==> src/rtl/register_file.sv <==
// Architectural register file (x0..x31) with per-register ROB rename tags and two combinational operand reads.
// Optional same-cycle commit forwarding into reads is enabled by defining REGFILE_COMMIT_BYPASS_EN.

`ifndef ROB_WIDTH_BIT
`define ROB_WIDTH_BIT 4
`endif

module register_file #(
    parameter int ROB_SIZE_BIT = `ROB_WIDTH_BIT
) (
    input  logic                    clk_in,
    input  logic                    rst_in,
    input  logic                    rdy_in,
    input  logic                    clear,
    input  logic [4:0]              set_reg_id,
    input  logic [31:0]             set_val,
    input  logic [ROB_SIZE_BIT-1:0] set_reg_on_rob_id,
    input  logic [4:0]              set_dep_reg_id,
    input  logic [ROB_SIZE_BIT-1:0] set_dep_rob_id,
    input  logic [4:0]              get_id1,
    input  logic [4:0]              get_id2,
    output logic [31:0]             val1,
    output logic [31:0]             val2,
    output logic                    has_dep1,
    output logic                    has_dep2,
    output logic [ROB_SIZE_BIT-1:0] dep1,
    output logic [ROB_SIZE_BIT-1:0] dep2,
    output logic [ROB_SIZE_BIT-1:0] get_rob_id1,
    output logic [ROB_SIZE_BIT-1:0] get_rob_id2,
    input  logic                    rob_value1_ready,
    input  logic                    rob_value2_ready,
    input  logic [31:0]             rob_value1,
    input  logic [31:0]             rob_value2
);

    logic [31:0]             value_q [32];
    logic [31:0]             value_d [32];
    logic [31:0]             busy_q;
    logic [31:0]             busy_d;
    logic [ROB_SIZE_BIT-1:0] tag_q [32];
    logic [ROB_SIZE_BIT-1:0] tag_d [32];

    logic commit_en;
    logic rename_en;

    assign commit_en = (set_reg_id != 5'd0);
    assign rename_en = (set_dep_reg_id != 5'd0);

    // Rename is applied after commit so a same-register rename keeps ownership of busy/tag.
    always_comb begin
        value_d = value_q;
        busy_d  = busy_q;
        tag_d   = tag_q;
        if (clear) begin
            busy_d = '0;
            for (int i = 0; i < 32; i++) begin
                tag_d[i] = '0;
            end
            if (rdy_in && commit_en) begin
                value_d[set_reg_id] = set_val;
            end
        end else if (rdy_in) begin
            if (commit_en) begin
                value_d[set_reg_id] = set_val;
                if (tag_q[set_reg_id] == set_reg_on_rob_id) begin
                    busy_d[set_reg_id] = 1'b0;
                end
            end
            if (rename_en) begin
                busy_d[set_dep_reg_id] = 1'b1;
                tag_d[set_dep_reg_id]  = set_dep_rob_id;
            end
        end
    end

    always_ff @(posedge clk_in) begin
        if (!rst_in) begin
            busy_q <= '0;
            for (int i = 0; i < 32; i++) begin
                value_q[i] <= '0;
                tag_q[i]   <= '0;
            end
        end else begin
            busy_q  <= busy_d;
            value_q <= value_d;
            tag_q   <= tag_d;
        end
    end

    // Operand port 1: final value, finished-in-ROB value, or pending producer tag.
    always_comb begin
        val1        = '0;
        has_dep1    = 1'b0;
        dep1        = '0;
        get_rob_id1 = '0;
        if (rst_in) begin
            get_rob_id1 = tag_q[get_id1];
            if (!busy_q[get_id1]) begin
                val1 = value_q[get_id1];
            end else if (rob_value1_ready) begin
                val1 = rob_value1;
`ifdef REGFILE_COMMIT_BYPASS_EN
            end else if (rdy_in && (get_id1 != 5'd0) && (set_reg_id == get_id1)
                         && (set_reg_on_rob_id == tag_q[get_id1])) begin
                val1 = set_val;
`endif
            end else begin
                has_dep1 = 1'b1;
                dep1     = tag_q[get_id1];
            end
        end
    end

    always_comb begin
        val2        = '0;
        has_dep2    = 1'b0;
        dep2        = '0;
        get_rob_id2 = '0;
        if (rst_in) begin
            get_rob_id2 = tag_q[get_id2];
            if (!busy_q[get_id2]) begin
                val2 = value_q[get_id2];
            end else if (rob_value2_ready) begin
                val2 = rob_value2;
`ifdef REGFILE_COMMIT_BYPASS_EN
            end else if (rdy_in && (get_id2 != 5'd0) && (set_reg_id == get_id2)
                         && (set_reg_on_rob_id == tag_q[get_id2])) begin
                val2 = set_val;
`endif
            end else begin
                has_dep2 = 1'b1;
                dep2     = tag_q[get_id2];
            end
        end
    end

endmodule

==> config.mk <==
export PLATFORM = sky130hd
export DESIGN_NAME = register_file
export DESIGN_NICKNAME = d
export VERILOG_FILES = /design/src/rtl/register_file.sv
export SDC_FILE = /design/constraint.sdc
export NUM_CORES = 2
export LEC_CHECK = 0
export CORE_UTILIZATION = 37
export CTS_CLUSTER_SIZE = 12
export DETAILED_ROUTE_END_ITERATION = 10
export MAX_ROUTING_LAYER = met4
export SLEW_MARGIN = 0
export SYNTH_ARGS = -nofsm -noshare
export SYNTH_HDL_FRONTEND = slang
export SYNTH_SLANG_ARGS = --single-unit
==> constraint.sdc <==
create_clock -name clk_in -period 4.35 [get_ports clk_in]
set_input_delay 0.87 -clock clk_in [delete_from_list [all_inputs] [get_ports clk_in]]
set_output_delay 0.87 -clock clk_in [all_outputs]
set_load 0.01 [all_outputs]
==> qor.csv <==
metric,value,unit
die_h,411,um
relSlewSlack,12.5,%
setup_slack,0.0222,ns
dieWidth,411,um
critPathTopFamily,multiplexers,
skew,0.0555,ns
clock-sinks,1184,
tightest_slew,1.31,ns
max_stage_delay,0.54,ns
yosys_warnings,0,
drtIter0Drc,8249,
pre_cts_slack,-0.406,ns
num_rows,149,
crit_buf_inv,4,
cp.depth,9,
wl_per_cell,28.4,um
gr-total-overflow,0,
dieArea,169000,um^2
async_reset_ff_share,0,%
place_congestion,0.972,
coreArea,165000,um^2
path_clk_slew,0.06,ns
holdPathStages,2,
max_freq,0.231,GHz
p_sw,6.39,mW
antenna_found_initial,24,
power_density,342,nW/um^2
start_util,37.4,%
dpl-instance-area,68200,um^2
p_seq_share,43.8,%
cts_htree_levels,4,
cts_buffers,135,
avgSynthCellArea,9.46,um^2
maxCapViolations,0,
syn_nets,6661,
clk-insertion-delay-late,0.81,ns
hold_class,flip-flop to flip-flop,
cts_root_buf,clkbuf_16,
design_area,73200,um^2
crit_required,3.48,ns
area_growth,18.4,%
status,"finished, violations left",
grt_pass1_vias,51600,
hpwl,155000,um
portBuffers,211,
peakVddDrop,366,uV
grt_max_degree,164,
grt_util_met2,43.8,%
viasPerCell,6.16,
reg2regPathDepth,8,
hold_buffers,0,
power_frac_comb,8.4,%
p_leak,24.1,nW
postRouteAntennaNets,0,
path_class,input port to output port,
grt_pass1_wl,361000,um
num_vias,54800,
pwr-share-clk,47.8,%
synthCells,6531,
period_minus_slack,4.33,ns
grt_use_met1,37.9,%
path_max_fanout,16,
crit_path_cell_trace,buf_16 -> mux4_2 -> mux4_2 -> mux2i_4 -> buf_12 -> buf_16 -> or2_4 -> nor2_1 -> clkdlybuf4s50_1,
netSwitchingFraction,25.5,%
first_pass_iters,11,
ctsLongestPathBuffers,3,
yosysSeqAreaShare,38.4,%
busiest_layer,met2,
syn_area,61800,um^2
synth_edf_count,0,
cp_slowest_cell,mux4_2,
cp_data_arrival_time,3.46,ns
synth_ff_type,dfxtp_1,
ys_types,41,
met3_usage,8.33,%
ys_seq_elements,1184,
cp-start-kind,input port,
layout-drive-gt1-share,22.3,%
cts_tree,built,
p_int,18.7,mW
route.detailed.drc,22,
finalHoldViolCount,0,
nets,6703,
crit_path_end_kind,output port,
violations,design-rule violations,
routed_wl,252000,um
rsz0062_at_grt,no,
io_pins,212,
finalMaxSlewViolations,0,
gr-usage-all-layers,30.1,%
setup_viol,0,
fin_crit_sh,99.5,%
[metal layers]
metal	wire length [um]	share of wire, %
met1	93000	37
met4	15300	6.1
met3	32900	13
met2	111000	44
met5	0	0
[path summary, 6_finish.rpt]
path | startpoint | endpoint | slack (ns)
worst min-delay path | value_q[314]$_SDFFE_PN0P_ | value_q[314]$_SDFFE_PN0P_ | 0.46
worst max register to register | tag_q[65]$_SDFFE_PP0P_ | busy_q[2]$_SDFFE_PP0P_ | 1.88
worst min register to register | value_q[314]$_SDFFE_PN0P_ | value_q[314]$_SDFFE_PN0P_ | 0.46
worst max-delay path | get_id2[0] | has_dep2 | 0.02
[cells in the mapped netlist (all sizes together) (6+ instances only)]
cell / n / area, um^2
nor2b: 9 / 56.3
mux4: 740 / 16700
mux2i: 158 / 1580
nor2: 150 / 563
o21ai: 14 / 70.1
nand3: 60 / 300
nor4: 10 / 77.6
buf: 131 / 800
dfxtp: 1184 / 23700
mux2: 64 / 721
nor3: 18 / 95.1
and2: 37 / 231
clkbuf: 543 / 2040
o22ai: 32 / 200
a311oi: 17 / 236
nand2: 2133 / 8010
nand3b: 65 / 488
or4bb: 6 / 67.6
a21oi: 1124 / 5630
[timing repair]
item / 4_1_cts / 5_1_grt
resized for setup: 74 / 9
setup buffers: 11 / 3
gates cloned: 1 / 0
pin swaps: 0 / 0
endpoints found under the setup margin: 74 / 18
[cell type report]
class                      count  area [um^2]
tap                         2189         2740
clock buffer                 192         3870
fill                       15500        92200
antenna                       21         52.6
inverter                       2         15.0
clock inverter                52          786
timing repair buffer         579         6360
sequential                  1184        23700
multi-input combinational   4671        35600
[state kept, by name (all words and copies together) (netlist names)]
register and flops:
busy_q 32, tag_q 128, value_q 1024
[cell families (layout without fill, tap and decap cells)]
| group | after synthesis | in the layout | synth area share, % |
|---|---|---|---|
| multiplexers | 962 | 962 | 30.7 |
| buffers and inverters | 676 | 825 | 4.60 |
| other | 0 | 21 | 0 |
| flip-flops | 1184 | 1184 | 38.4 |
| AO/OA/AOI/OAI | 1190 | 1190 | 9.95 |
| AND/OR/NAND/NOR | 2515 | 2515 | 16.3 |
| XOR/XNOR | 4 | 4 | 0.0567 |
[cells in the final DEF (no fill, tap or decap), drive strengths merged, types with 10 or more instances in the layout]
master | netlist | routed
mux2i | 158 | 158
nor4 | 10 | 10
nand2 | 2133 | 2133
a311oi | 17 | 17
o22ai | 32 | 32
o21ai | 14 | 14
clkinv | 0 | 32
dlygate4sd2 | 0 | 60
mux2 | 64 | 64
nand3b | 65 | 65
dfxtp | 1184 | 1184
diode | 0 | 21
a21oi | 1124 | 1124
bufinv | 0 | 11
and2 | 37 | 37
clkdlybuf4s50 | 0 | 127
mux4 | 740 | 740
clkbuf | 543 | 192
nor2 | 150 | 150
nand3 | 60 | 60
nor3 | 18 | 18
buf | 131 | 383
[per-stage QoR]
step | instances | util, % | hold slack (ns) | total power [mW] | TNS (ns)
2_1_floorplan | 6531 | - | 0.443 | 12.4 | 0
3_3_place_gp | 8610 | 41.3 | 0.447 | 13.2 | -11.44
3_5_place_dp | 8610 | 41.3 | 0.457 | 13.2 | -12.71
4_1_cts | 8866 | 44.2 | 0.465 | 25.1 | -0.532
5_1_grt | 8888 | 44.2 | 0.477 | 25.7 | 0
6_report | 8890 | 44.2 | 0.465 | 25.0 | 0
[power groups by stage]
stage,clock network [mW],registers [mW],logic [mW]
final,12.0,11.0,2.09
after floorplan,0,11.2,1.20
after detailed placement,0,11.2,2.03
after CTS,12.1,11.0,2.05
after global placement,0,11.2,2.02
after global routing,12.5,11.0,2.16
[worst register-to-register path: stages, from the launching register on]
cell,delay (ns)
dfxtp_1,0.33
mux2i_1,0.35
o22ai_1,0.12
nor4_1,0.39
nand2_1,0.18
xor2_1,0.20
nor4_4,0.33
buf_12,0.25
a311oi_1,0.17
(Power assumes the default switching activity.)
